File: src/rtl/dmem_arbiter_if.sv
// Requester-side and memory-side bundles for the shared data-memory arbiter.
// master drives the access, slave accepts it and returns grant/response.
interface dmem_req_if #(parameter int AW = 32);
    logic          req;
    logic [3:0]    we;
    logic [AW-1:0] addr;
    logic [31:0]   wdata;
    logic          gnt;
    logic          rvalid;
    logic [31:0]   rdata;

    modport master (output req, we, addr, wdata, input  gnt, rvalid, rdata);
    modport slave  (input  req, we, addr, wdata, output gnt, rvalid, rdata);
endinterface

interface dmem_mem_if #(parameter int AW = 32);
    logic          en;
    logic [3:0]    we;
    logic [AW-1:0] addr;
    logic [31:0]   wdata;
    logic [31:0]   rdata;

    modport master (output en, we, addr, wdata, input  rdata);
    modport slave  (input  en, we, addr, wdata, output rdata);
endinterface

File: src/rtl/dmem_arbiter.sv
// Two-requester arbiter for a single-ported data memory (core port m0, loader/debug m1).
// Round-robin or fixed-priority grant; a MEM_LAT-deep tag pipeline routes read data back.
module dmem_arbiter #(
    parameter int AW         = 32,
    parameter int MEM_LAT    = 1,
    parameter int FIXED_PRIO = 0
) (
    input  logic       clk,
    input  logic       reset,
    dmem_req_if.slave  m0,
    dmem_req_if.slave  m1,
    dmem_mem_if.master mem
);

    logic          both_req;
    logic          any_req;
    logic          win1;
    logic [3:0]    we_mux;
    logic [AW-1:0] addr_mux;
    logic [31:0]   wdata_mux;
    logic          rd_issue;
    logic          rsp_vld;
    logic          rsp_id;

    logic               rr_q, rr_d;
    logic [MEM_LAT:1]   vld_pipe_q, vld_pipe_d;
    logic [MEM_LAT:1]   id_pipe_q, id_pipe_d;

    // Every output is gated by reset so nothing leaks while it is held low.
    always_comb begin
        both_req = m0.req & m1.req;
        any_req  = reset & (m0.req | m1.req);
        if (both_req) win1 = (FIXED_PRIO != 0) ? 1'b0 : rr_q;
        else          win1 = m1.req;
    end

    always_comb begin
        we_mux    = win1 ? m1.we    : m0.we;
        addr_mux  = win1 ? m1.addr  : m0.addr;
        wdata_mux = win1 ? m1.wdata : m0.wdata;

        m0.gnt    = any_req & ~win1;
        m1.gnt    = any_req &  win1;
        mem.en    = any_req;
        mem.we    = any_req ? we_mux    : 4'b0000;
        mem.addr  = any_req ? addr_mux  : '0;
        mem.wdata = any_req ? wdata_mux : 32'h0;
        rd_issue  = any_req & (we_mux == 4'b0000);
    end

    // The pointer moves to the loser only when both contended.
    always_comb begin
        rr_d = rr_q;
        if (any_req && both_req && (FIXED_PRIO == 0)) rr_d = ~win1;
    end

    always_comb begin
        vld_pipe_d = '0;
        id_pipe_d  = '0;
        for (int i = MEM_LAT; i > 1; i--) begin
            vld_pipe_d[i] = vld_pipe_q[i-1];
            id_pipe_d[i]  = id_pipe_q[i-1];
        end
        vld_pipe_d[1] = rd_issue;
        id_pipe_d[1]  = win1;
    end

    always_comb begin
        rsp_vld   = vld_pipe_q[MEM_LAT];
        rsp_id    = id_pipe_q[MEM_LAT];
        m0.rvalid = rsp_vld & ~rsp_id;
        m1.rvalid = rsp_vld &  rsp_id;
        m0.rdata  = m0.rvalid ? mem.rdata : 32'h0;
        m1.rdata  = m1.rvalid ? mem.rdata : 32'h0;
    end

    always_ff @(posedge clk or negedge reset) begin
        if (!reset) begin
            rr_q       <= 1'b0;
            vld_pipe_q <= '0;
            id_pipe_q  <= '0;
        end else begin
            rr_q       <= rr_d;
            vld_pipe_q <= vld_pipe_d;
            id_pipe_q  <= id_pipe_d;
        end
    end

endmodule

File: src/flat_wrapper.sv
// flat-port wrapper written by rule: the top's interface ports become plain ports
module dmem_arbiter_flat 
#(
    parameter int AW         = 32,
    parameter int MEM_LAT    = 1,
    parameter int FIXED_PRIO = 0
)
  (clk, reset, m0_req, m0_we, m0_addr, m0_wdata, m0_gnt, m0_rvalid, m0_rdata, m1_req, m1_we, m1_addr, m1_wdata, m1_gnt, m1_rvalid, m1_rdata, mem_en, mem_we, mem_addr, mem_wdata, mem_rdata);
  dmem_req_if #(.AW(AW)) m0_i ();
  dmem_req_if #(.AW(AW)) m1_i ();
  dmem_mem_if #(.AW(AW)) mem_i ();
  input  logic clk;
  input  logic reset;
  input wire logic [$bits(m0_i.req)-1:0] m0_req;
  input wire logic [$bits(m0_i.we)-1:0] m0_we;
  input wire logic [$bits(m0_i.addr)-1:0] m0_addr;
  input wire logic [$bits(m0_i.wdata)-1:0] m0_wdata;
  output wire logic [$bits(m0_i.gnt)-1:0] m0_gnt;
  output wire logic [$bits(m0_i.rvalid)-1:0] m0_rvalid;
  output wire logic [$bits(m0_i.rdata)-1:0] m0_rdata;
  input wire logic [$bits(m1_i.req)-1:0] m1_req;
  input wire logic [$bits(m1_i.we)-1:0] m1_we;
  input wire logic [$bits(m1_i.addr)-1:0] m1_addr;
  input wire logic [$bits(m1_i.wdata)-1:0] m1_wdata;
  output wire logic [$bits(m1_i.gnt)-1:0] m1_gnt;
  output wire logic [$bits(m1_i.rvalid)-1:0] m1_rvalid;
  output wire logic [$bits(m1_i.rdata)-1:0] m1_rdata;
  output wire logic [$bits(mem_i.en)-1:0] mem_en;
  output wire logic [$bits(mem_i.we)-1:0] mem_we;
  output wire logic [$bits(mem_i.addr)-1:0] mem_addr;
  output wire logic [$bits(mem_i.wdata)-1:0] mem_wdata;
  input wire logic [$bits(mem_i.rdata)-1:0] mem_rdata;
  assign m0_i.req = m0_req;
  assign m0_i.we = m0_we;
  assign m0_i.addr = m0_addr;
  assign m0_i.wdata = m0_wdata;
  assign m0_gnt = m0_i.gnt;
  assign m0_rvalid = m0_i.rvalid;
  assign m0_rdata = m0_i.rdata;
  assign m1_i.req = m1_req;
  assign m1_i.we = m1_we;
  assign m1_i.addr = m1_addr;
  assign m1_i.wdata = m1_wdata;
  assign m1_gnt = m1_i.gnt;
  assign m1_rvalid = m1_i.rvalid;
  assign m1_rdata = m1_i.rdata;
  assign mem_en = mem_i.en;
  assign mem_we = mem_i.we;
  assign mem_addr = mem_i.addr;
  assign mem_wdata = mem_i.wdata;
  assign mem_i.rdata = mem_rdata;
  dmem_arbiter #(.AW(AW), .MEM_LAT(MEM_LAT), .FIXED_PRIO(FIXED_PRIO)) u_core (.clk(clk), .reset(reset), .m0(m0_i), .m1(m1_i), .mem(mem_i));
endmodule
File: config.mk
export PLATFORM = sky130hd
export DESIGN_NAME = dmem_arbiter_flat
export DESIGN_NICKNAME = d
export VERILOG_FILES = /design/src/rtl/dmem_arbiter_if.sv /design/src/rtl/dmem_arbiter.sv /design/src/flat_wrapper.sv
export SDC_FILE = /design/constraint.sdc
export NUM_CORES = 1
export LEC_CHECK = 0
export CORE_AREA = 10 10 113 115
export DETAILED_ROUTE_END_ITERATION = 12
export DIE_AREA = 0 0 123 125
export PLACE_DENSITY = 0.73
export SYNTH_ARGS = -nofsm -noshare
export SYNTH_HDL_FRONTEND = slang
export SYNTH_SLANG_ARGS = --single-unit
File: constraint.sdc
create_clock -name clk -period 2.2 [get_ports clk]
set_clock_uncertainty 0.05 [all_clocks]
set_input_delay 0.55 -clock clk [delete_from_list [all_inputs] [get_ports clk]]
set_output_delay 0.55 -clock clk [all_outputs]
set_load 0.01 [all_outputs]
==> flow_summary.ini, run 1 <==
[status]
outcome = finished with violations
violations = negative setup slack

[synthesis]
syn-cell-area_um2 = 1380
synth_top_area_share_pct = 40.6
synthCells = 188
synth_enable_flop_cells = 0
yosysWarnings = 0
synthFlopType = dfrtp_1
synth_common_cells = 64 x a22o_1, 33 x and2_1, 33 x and3_1
ys_types = 21
synth_seq_area_share_pct = 5.43
syn_area_per_cell_um2 = 7.35
async_flop_share_pct = 100
post-synth-top-area-cell = a22o_1
ys_ff_latch = 3
synth_most_common_cell = a22o_1
synthTopCellsByArea = a22o_1 41%, and2_1 15%, and3_1 15%, buf_6 5.7%, dfrtp_1 5.4%
syn_nets = 360

[setup_path]
critPathBufInv = 5
end_kind = output pin
start_kind = input port
r2r_start = u_core.rr_q
crit_fanout = 6
critPathMostFrequentCell = buf_12
worstPathRequired_ns = 1.60
cp_top_family = buffers and inverters
crit_chain = buf_8, buf_6, and3_4, buf_12, buf_12, a22o_1, buf_2
slowest_delay_ns = 0.23
ff2ff_setup_slack_ns = 0.73
cp.arrival_ns = 1.64
cp-startpoint = m1_req
cp_slowest_cell = a22o_1
critical_path_class = input port to output pin

[finish]
design_area_um2 = 4930
final_net_count = 690
fin_util_pct = 46.5
nFillCells = 1042
syn_to_final_growth_pct = 257
layout-drive-gt1-share_pct = 23.4
antenna_cells = 0

[clocking]
cts_root_buffer = clkbuf_8
clkTransAtPathRegs_ns = 0.03
clk_latency_ns = 0.21
cts_tree = yes
cts_max_level = 1
cts_max_path_buffers = 2
ctsHoldBuffers = 0
cts_sinks = 3
cts_inserted_buffers = 3

[timing]
worstMarginPinSlew_ns = 0.285
min_period_ns = 2.24
hold_viol = 0
fmax_mhz = 447
final.setup.tns_ns = -0.0808
maxSlewHeadroom_pct = 80.7
setup_viol = 6
drv_slew = 0
grt_setup_unrepaired = true
fin_ws_ns = -0.0364
period_share_pct = 102

[global_route]
grt_use_met1_pct = 20.1
grt-busiest-layer = met2
grt_start_max_net_pins = 34
grt_pass1_wl_um = 20900
antenna_found_initial = 0
grt_use_met3_pct = 4.73
track_usage_pct = 17.4
overflow = 0
grt_pass1_vias = 3081
met2_usage_pct = 32.0

[route]
wirelength_um = 14800
via_per_inst = 4.45
drc = 0
wire_per_inst_um = 22.6
ant_nets = 0
first_pass_iters = 4
vias = 2921
dr.first_iter.drc_count = 152

[placed_design]
hpwl_um = 11700
place_area_um2 = 4670
finalWeightedCongestion = 0.887
io_buffers = 308

[pwr]
peakVddDrop_mv = 0.266
power_density_nw_per_um2 = 338
p_total_mw = 1.66
power.static_leakage_nw = 2.59

[floorplanning]
fp-row-count = 38
initial_utilization_pct = 13.0
dieArea_um2 = 15400
core_area_um2 = 10600
die_y_um = 125
die_width_um = 123
io_pins = 309

[job]
cap_violations = 0

[min_path]
hp-class = input port to async pin
-- layer usage --
layer | vias to the layer above | share of wire (%) | routed length, um
li1 | 1393 | - | -
met1 | 1396 | 39 | 5750
met2 | 128 | 53 | 7820
met3 | 4 | 8.3 | 1240
met4 | 0 | 0.20 | 29
met5 | - | 0 | 0
-- report_power, final --
part	switching (mW)	total (mW)	leakage [nW]	internal, mW
Combinational	0.564	1.43	2.53	0.862
Clock	0.0346	0.158	0.0228	0.123
Sequential	0.0115	0.0812	0.0378	0.0697
-- timing repair --
| item | CTS | global route |
|---|---|---|
| cloned | 10 | 4 |
| endpoints found under the hold margin | 0 | 0 |
| setup buffers | 7 | 2 |
| setup endpoints to repair | 135 | 58 |
| pin swaps | 14 | 24 |
| gates resized for setup | 382 | 20 |
-- worst paths after layout --
check,depth (start not counted),end
worst max-delay path,7,mem_addr[7]
worst min register to register,3,u_core.rr_q
worst min-delay path,2,u_core.rr_q
max in group asynchronous,2,u_core.id_pipe_q
worst max register to register,5,u_core.rsp_vld
min in group clk,3,u_core.rr_q
-- through the flow --
step	cells	hold slack [ns]	setup slack, ns
2_1_floorplan	188	0.204	0.274
3_3_place_gp	631	0.472	-0.838
3_5_place_dp	631	0.471	-0.834
4_1_cts	652	0.207	-0.0208
5_1_grt	657	0.218	-0.0425
6_report	657	0.211	-0.0364
-- state kept, by name (all words and copies together) (netlist names) --
| signal | flops |
|---|---|
| u_core.rr_q | 1 |
| u_core.rsp_vld | 1 |
| u_core.id_pipe_q | 1 |
-- layout make-up --
class	count	area, um2	area share, %
well taps	140	175	3.56
flip-flops and latches	3	75.1	1.52
repair buffers	349	3440	69.7
inverters	3	11.3	0.229
clock buffers	4	45.0	0.914
multi-input cells	158	1180	24.0
-- layout by cell type, fill, tap and decap left out, drive strengths merged, types with 2 or more instances in the layout --
| cell | count |
|---|---|
| a21oi | 5 |
| a22o | 64 |
| and2 | 33 |
| and3 | 34 |
| buf | 105 |
| clkbuf | 9 |
| clkdlybuf4s50 | 170 |
| dfrtp | 3 |
| dlygate4sd2 | 68 |
| inv | 3 |
| nand3 | 5 |
| nor2b | 2 |
| nor3 | 3 |
| o21ai | 5 |
-- cells by family after synthesis --
logic type,synth area share [%]
simple gates,37.2
compound gates,44.8
buf+inv,11.9
flops,5.43
xor+xnor,0.634
(Power assumes the default switching activity.)
==> run 2: changes to the inputs <==
--- a/config.mk
+++ b/config.mk
@@ -5,10 +5,11 @@
 export SDC_FILE = /design/constraint.sdc
 export NUM_CORES = 1
 export LEC_CHECK = 0
-export CORE_AREA = 10 10 113 115
+export ABC_AREA = 1
+export CORE_AREA = 2 2 120 122
 export DETAILED_ROUTE_END_ITERATION = 12
-export DIE_AREA = 0 0 123 125
-export PLACE_DENSITY = 0.73
+export DIE_AREA = 0 0 122 124
+export PLACE_DENSITY = 0.66
 export SYNTH_ARGS = -nofsm -noshare
 export SYNTH_HDL_FRONTEND = slang
 export SYNTH_SLANG_ARGS = --single-unit
==> flow_summary.ini, run 2 <==
[status]
outcome = finished, final reports clean

[clocking]
ctsHoldBuffers = 0
cts_max_path_buffers = 2
clkTransAtPathRegs_ns = 0.03
cts_sinks = 3
cts_root_buffer = clkbuf_16
cts_max_level = 1
clk_latency_ns = 0.22
cts_tree = yes
cts_inserted_buffers = 3

[floorplanning]
io_pins = 309
fp-row-count = 43
die_width_um = 122
initial_utilization_pct = 14.8
die_y_um = 124
core_area_um2 = 13700
dieArea_um2 = 15100

[timing]
maxSlewHeadroom_pct = 84.9
hold_ws_ns = 0.167
drv_slew = 0
period_share_pct = 97.7
grt_setup_unrepaired = true
setup_viol = 0
hold_viol = 0
fmax_mhz = 465
min_period_ns = 2.15
worstMarginPinSlew_ns = 0.224

[synthesis]
synthCells = 354
synth_top_area_share_pct = 27.7
ys_ff_latch = 3
synthFlopType = dfrtp_1
post-synth-top-area-cell = nand2_4
synth_most_common_cell = nand2_1
synth_seq_area_share_pct = 3.70
yosysWarnings = 0
ys_types = 14
async_flop_share_pct = 100
synthTopCellsByArea = nand2_4 28%, nand2_1 19%, nand2_2 17%, nor2_1 13%, inv_1 8.0%
syn_area_per_cell_um2 = 5.73
synth_enable_flop_cells = 0
syn-cell-area_um2 = 2030
synth_common_cells = 104 x nand2_1, 70 x nor2_1, 55 x nand2_2
syn_nets = 526

[finish]
nFillCells = 1432
syn_to_final_growth_pct = 187
fin_util_pct = 42.4
layout-drive-gt1-share_pct = 35.7
final_net_count = 874
final_common_cell = clkdlybuf4s50_1
layout_common_cells = 171 x clkdlybuf4s50_1, 90 x nand2_1, 70 x nor2_1
antenna_cells = 0

[global_route]
grt_pass1_wl_um = 15900
antenna_found_initial = 0
grt_start_max_net_pins = 34
overflow = 0
track_usage_pct = 13.6
grt_pass1_vias = 2978

[min_path]
hp-class = input port to async pin

[route]
ant_nets = 0
drc = 0
wirelength_um = 11300
vias = 3241
via_per_inst = 3.68
wire_per_inst_um = 12.9
dr.first_iter.drc_count = 87
first_pass_iters = 4

[setup_path]
worstPathRequired_ns = 1.60
critical_path_class = input port to output pin
cp.arrival_ns = 1.55
end_kind = output pin
crit_fanout = 9
start_kind = input port

[pwr]
power.static_leakage_nw = 3.40
peakVddDrop_mv = 0.288
power_density_nw_per_um2 = 259

[placed_design]
hpwl_um = 8900
io_buffers = 308
finalWeightedCongestion = 0.767

[job]
cap_violations = 0
## run 2: cell types whose count changed in the layout (fill, tap and decap cells not counted), moves of 7 or more
| cell | before | now |
|---|---|---|
| nand2_1 | 0 | 90 |
| nor2_1 | 1 | 70 |
| a22o_1 | 61 | 0 |
| nand2_2 | 0 | 61 |
| nand2_4 | 1 | 58 |
| inv_1 | 3 | 42 |
| and2_1 | 33 | 0 |
| and3_1 | 32 | 0 |
| buf_2 | 51 | 34 |
| buf_6 | 20 | 32 |
| buf_12 | 8 | 18 |
| clkbuf_2 | 2 | 11 |
| buf_16 | 10 | 3 |
## run 2: area by class of cell
| class | instances | area (um2) | share of cell area, % |
|---|---|---|---|
| clock buffer | 4 | 78.8 | 1.35 |
| inverter | 46 | 185 | 3.18 |
| multi-input combinational | 285 | 1670 | 28.6 |
| sequential | 3 | 75.1 | 1.29 |
| tap | 180 | 225 | 3.87 |
| timing repair buffer | 363 | 3590 | 61.7 |
## run 2: cell families (layout without fill, tap and decap cells)
| kind of cell | count (synthesis) | after routing | synth area share, % |
|---|---|---|---|
| AND/OR/NAND/NOR | 282 | 282 | 77.7 |
| buffers and inverters | 66 | 413 | 17.8 |
| AO/OA/AOI/OAI | 3 | 3 | 0.740 |
| flip-flops | 3 | 3 | 3.70 |
## run 2: metal layers
| metal | track usage [%] | share of wire, % | vias to the layer above |
|---|---|---|---|
| met3 | 2.93 | 8.3 | 6 |
| met4 | 1.29 | 0.44 | 0 |
| li1 | - | - | 1701 |
| met2 | 25.6 | 53 | 143 |
| met1 | 16.2 | 39 | 1391 |
| met5 | 0 | 0 | - |
## run 2: per-stage QoR
| stage | setup slack [ns] | instances | setup TNS, ns | total power, mW | cell area (um2) |
|---|---|---|---|---|---|
| finish | 0.0514 | 881 | 0 | 1.51 | 5820 |
| CTS | -0.0777 | 884 | -0.105 | 1.54 | 5910 |
| global placement | -0.745 | 854 | -55.18 | 1.14 | 5540 |
| detailed placement | -0.780 | 854 | -57.70 | 1.15 | 5540 |
| floorplan | 0.340 | 354 | 0 | 0.463 | 2030 |
| global route | -0.0138 | 881 | -0.0422 | 1.61 | 5820 |
## run 2: critical path, stage by stage
cell and delay [ns]:
buf_6 0.11, nand2_4 0.07, inv_2 0.05, nand2_4 0.06
inv_6 0.04, buf_6 0.12, buf_12 0.12, buf_16 0.13
dlygate4sd2_1 0.28
## run 2: timing repair
item | 4_1_cts | 5_1_grt
pin swaps | 5 | 4
endpoints found under the setup margin | 135 | 55
gates resized for setup | 363 | 47
setup buffers | 18 | 1
cloned | 8 | 0
## run 2: path summary, 6_finish.rpt
path	endpoint	cells after the start	startpoint	slack [ns]
worst max-delay path	m1_gnt	9	m1_req	0.05
worst min-delay path	u_core.rr_q	2	reset	0.17
worst max register to register	u_core.rsp_vld	8	u_core.rr_q	0.88
worst min register to register	u_core.rr_q	2	u_core.rr_q	0.47
max in group asynchronous	u_core.rsp_vld	2	reset	1.84
min in group clk	u_core.rr_q	2	u_core.rr_q	0.47
## run 2: report_power, final
part	switching (mW)	leakage [nW]	total, mW	internal (mW)
Clock	0.0456	0.0382	0.284	0.239
Sequential	0.00364	0.0385	0.0648	0.0612
Combinational	0.472	3.33	1.16	0.688
==> run 3: changes to the inputs <==
--- a/config.mk
+++ b/config.mk
@@ -7,6 +7,7 @@
 export LEC_CHECK = 0
 export ABC_AREA = 1
 export CORE_AREA = 2 2 120 122
+export CTS_BUF_LIST = sky130_fd_sc_hd__clkbuf_2 sky130_fd_sc_hd__clkbuf_4 sky130_fd_sc_hd__clkbuf_8
 export DETAILED_ROUTE_END_ITERATION = 12
 export DIE_AREA = 0 0 122 124
 export PLACE_DENSITY = 0.66
==> flow_summary.ini, run 3 (same netlist as run 2, synthesis figures left out) <==
[placed_design]
io_buffers = 308
place_area_um2 = 5540
dp_cells = 854
finalWeightedCongestion = 0.767
hpwl_um = 8900

[timing]
period_share_pct = 97.7
fmax_mhz = 465
min_period_ns = 2.15
hold_ws_ns = 0.176
worstMarginPinSlew_ns = 0.225
hold_viol = 0
setup_viol = 0
drv_slew = 0
maxSlewHeadroom_pct = 84.9

[setup_path]
crit_fanout = 9
cp.arrival_ns = 1.55
worstPathRequired_ns = 1.60
start_kind = input port
critical_path_class = input port to output pin
end_kind = output pin

[route]
vias = 3252
wire_per_inst_um = 12.9
drc = 0
dr.first_iter.drc_count = 64
wirelength_um = 11400
first_pass_iters = 4
via_per_inst = 3.68
ant_nets = 0

[finish]
instances_no_fill = 883
multiInputGateArea_um2 = 1660
design_area_um2 = 5820
syn_to_final_growth_pct = 187
register_area_um2 = 75.1
antenna_cells = 0
layout_common_cells = 171 x clkdlybuf4s50_1, 90 x nand2_1, 70 x nor2_1
final_net_count = 876
nFillCells = 1434
final_common_cell = clkdlybuf4s50_1
layout-drive-gt1-share_pct = 35.7

[clocking]
cts_root_buffer = clkbuf_8
cts_sinks = 3
clkTransAtPathRegs_ns = 0.03
cts_max_path_buffers = 2
cts_inserted_buffers = 3
cts_max_level = 1
ctsHoldBuffers = 0
clk_latency_ns = 0.21
cts_tree = yes

[min_path]
hp-class = input port to async pin

[pwr]
power_density_nw_per_um2 = 240
p_total_mw = 1.40
peakVddDrop_mv = 0.195
power.static_leakage_nw = 3.40

[global_route]
antenna_found_initial = 0
grt_pass1_vias = 2981
grt_pass1_wl_um = 15900
grt_start_max_net_pins = 34
overflow = 0
track_usage_pct = 13.5

[floorplanning]
initial_utilization_pct = 14.8
dieArea_um2 = 15100
die_y_um = 124
core_area_um2 = 13700
die_width_um = 122
io_pins = 309
fp-row-count = 43

[status]
outcome = finished, final reports clean

[job]
cap_violations = 0
run 3: changes by cell type in the layout (fill, tap and decap cells not counted), sizes merged:
cell	change
clkdlybuf4s15	+4
buf	-2
run 3: worst max-delay path: stages:
cell	delay (ns)
buf_6	0.11
nand2_4	0.07
inv_2	0.04
nand2_2	0.07
inv_4	0.05
buf_6	0.13
buf_12	0.12
buf_16	0.13
dlygate4sd2_1	0.28
run 3: routing by layer:
metal,global-route usage (%),routed length [um],up-vias
li1,-,-,1712
met1,16.1,4410,1395
met2,25.5,6050,141
met3,2.93,915,4
met4,1.08,31,0
met5,0,0,-
run 3: cell type report:
type	count	share of cell area, %
multi-input combinational	285	28.5
tap	180	3.87
timing repair buffer	365	62.4
inverter	46	3.14
sequential	3	1.29
clock buffer	4	0.838
run 3: final timing paths:
kind                       slack, ns  cells past startpoint             end         from
max                             0.05                      9          m1_gnt       m1_req
min                             0.18                      2     u_core.rr_q        reset
max reg2reg                     0.89                      8  u_core.rsp_vld  u_core.rr_q
min reg2reg                     0.46                      2     u_core.rr_q  u_core.rr_q
max in group asynchronous       1.83                      2  u_core.rsp_vld        reset
min in group clk                0.46                      2     u_core.rr_q  u_core.rr_q
run 3: power breakdown:
group          internal (mW)  switching, mW  leakage (nW)
logic                  0.695          0.471          3.34
clock network          0.136         0.0336        0.0262
registers             0.0612        0.00349        0.0385
total                  0.892          0.508          3.40
run 3: timing repair:
action	4_1_cts	5_1_grt
cloned	8	1
resized for setup	363	33
setup endpoints to repair	135	51
endpoints found under the hold margin	0	0
setup buffers	18	1
pin swaps	5	5
run 3: through the flow:
step / setup TNS (ns) / setup slack, ns / util [%]
2_1_floorplan: 0 / 0.340 / -
3_3_place_gp: -55.18 / -0.745 / 40.4
3_5_place_dp: -57.70 / -0.780 / 40.4
4_1_cts: -0.105 / -0.0777 / 42.8
5_1_grt: -0.000918 / -0.000918 / 42.5
6_report: 0 / 0.0495 / 42.5
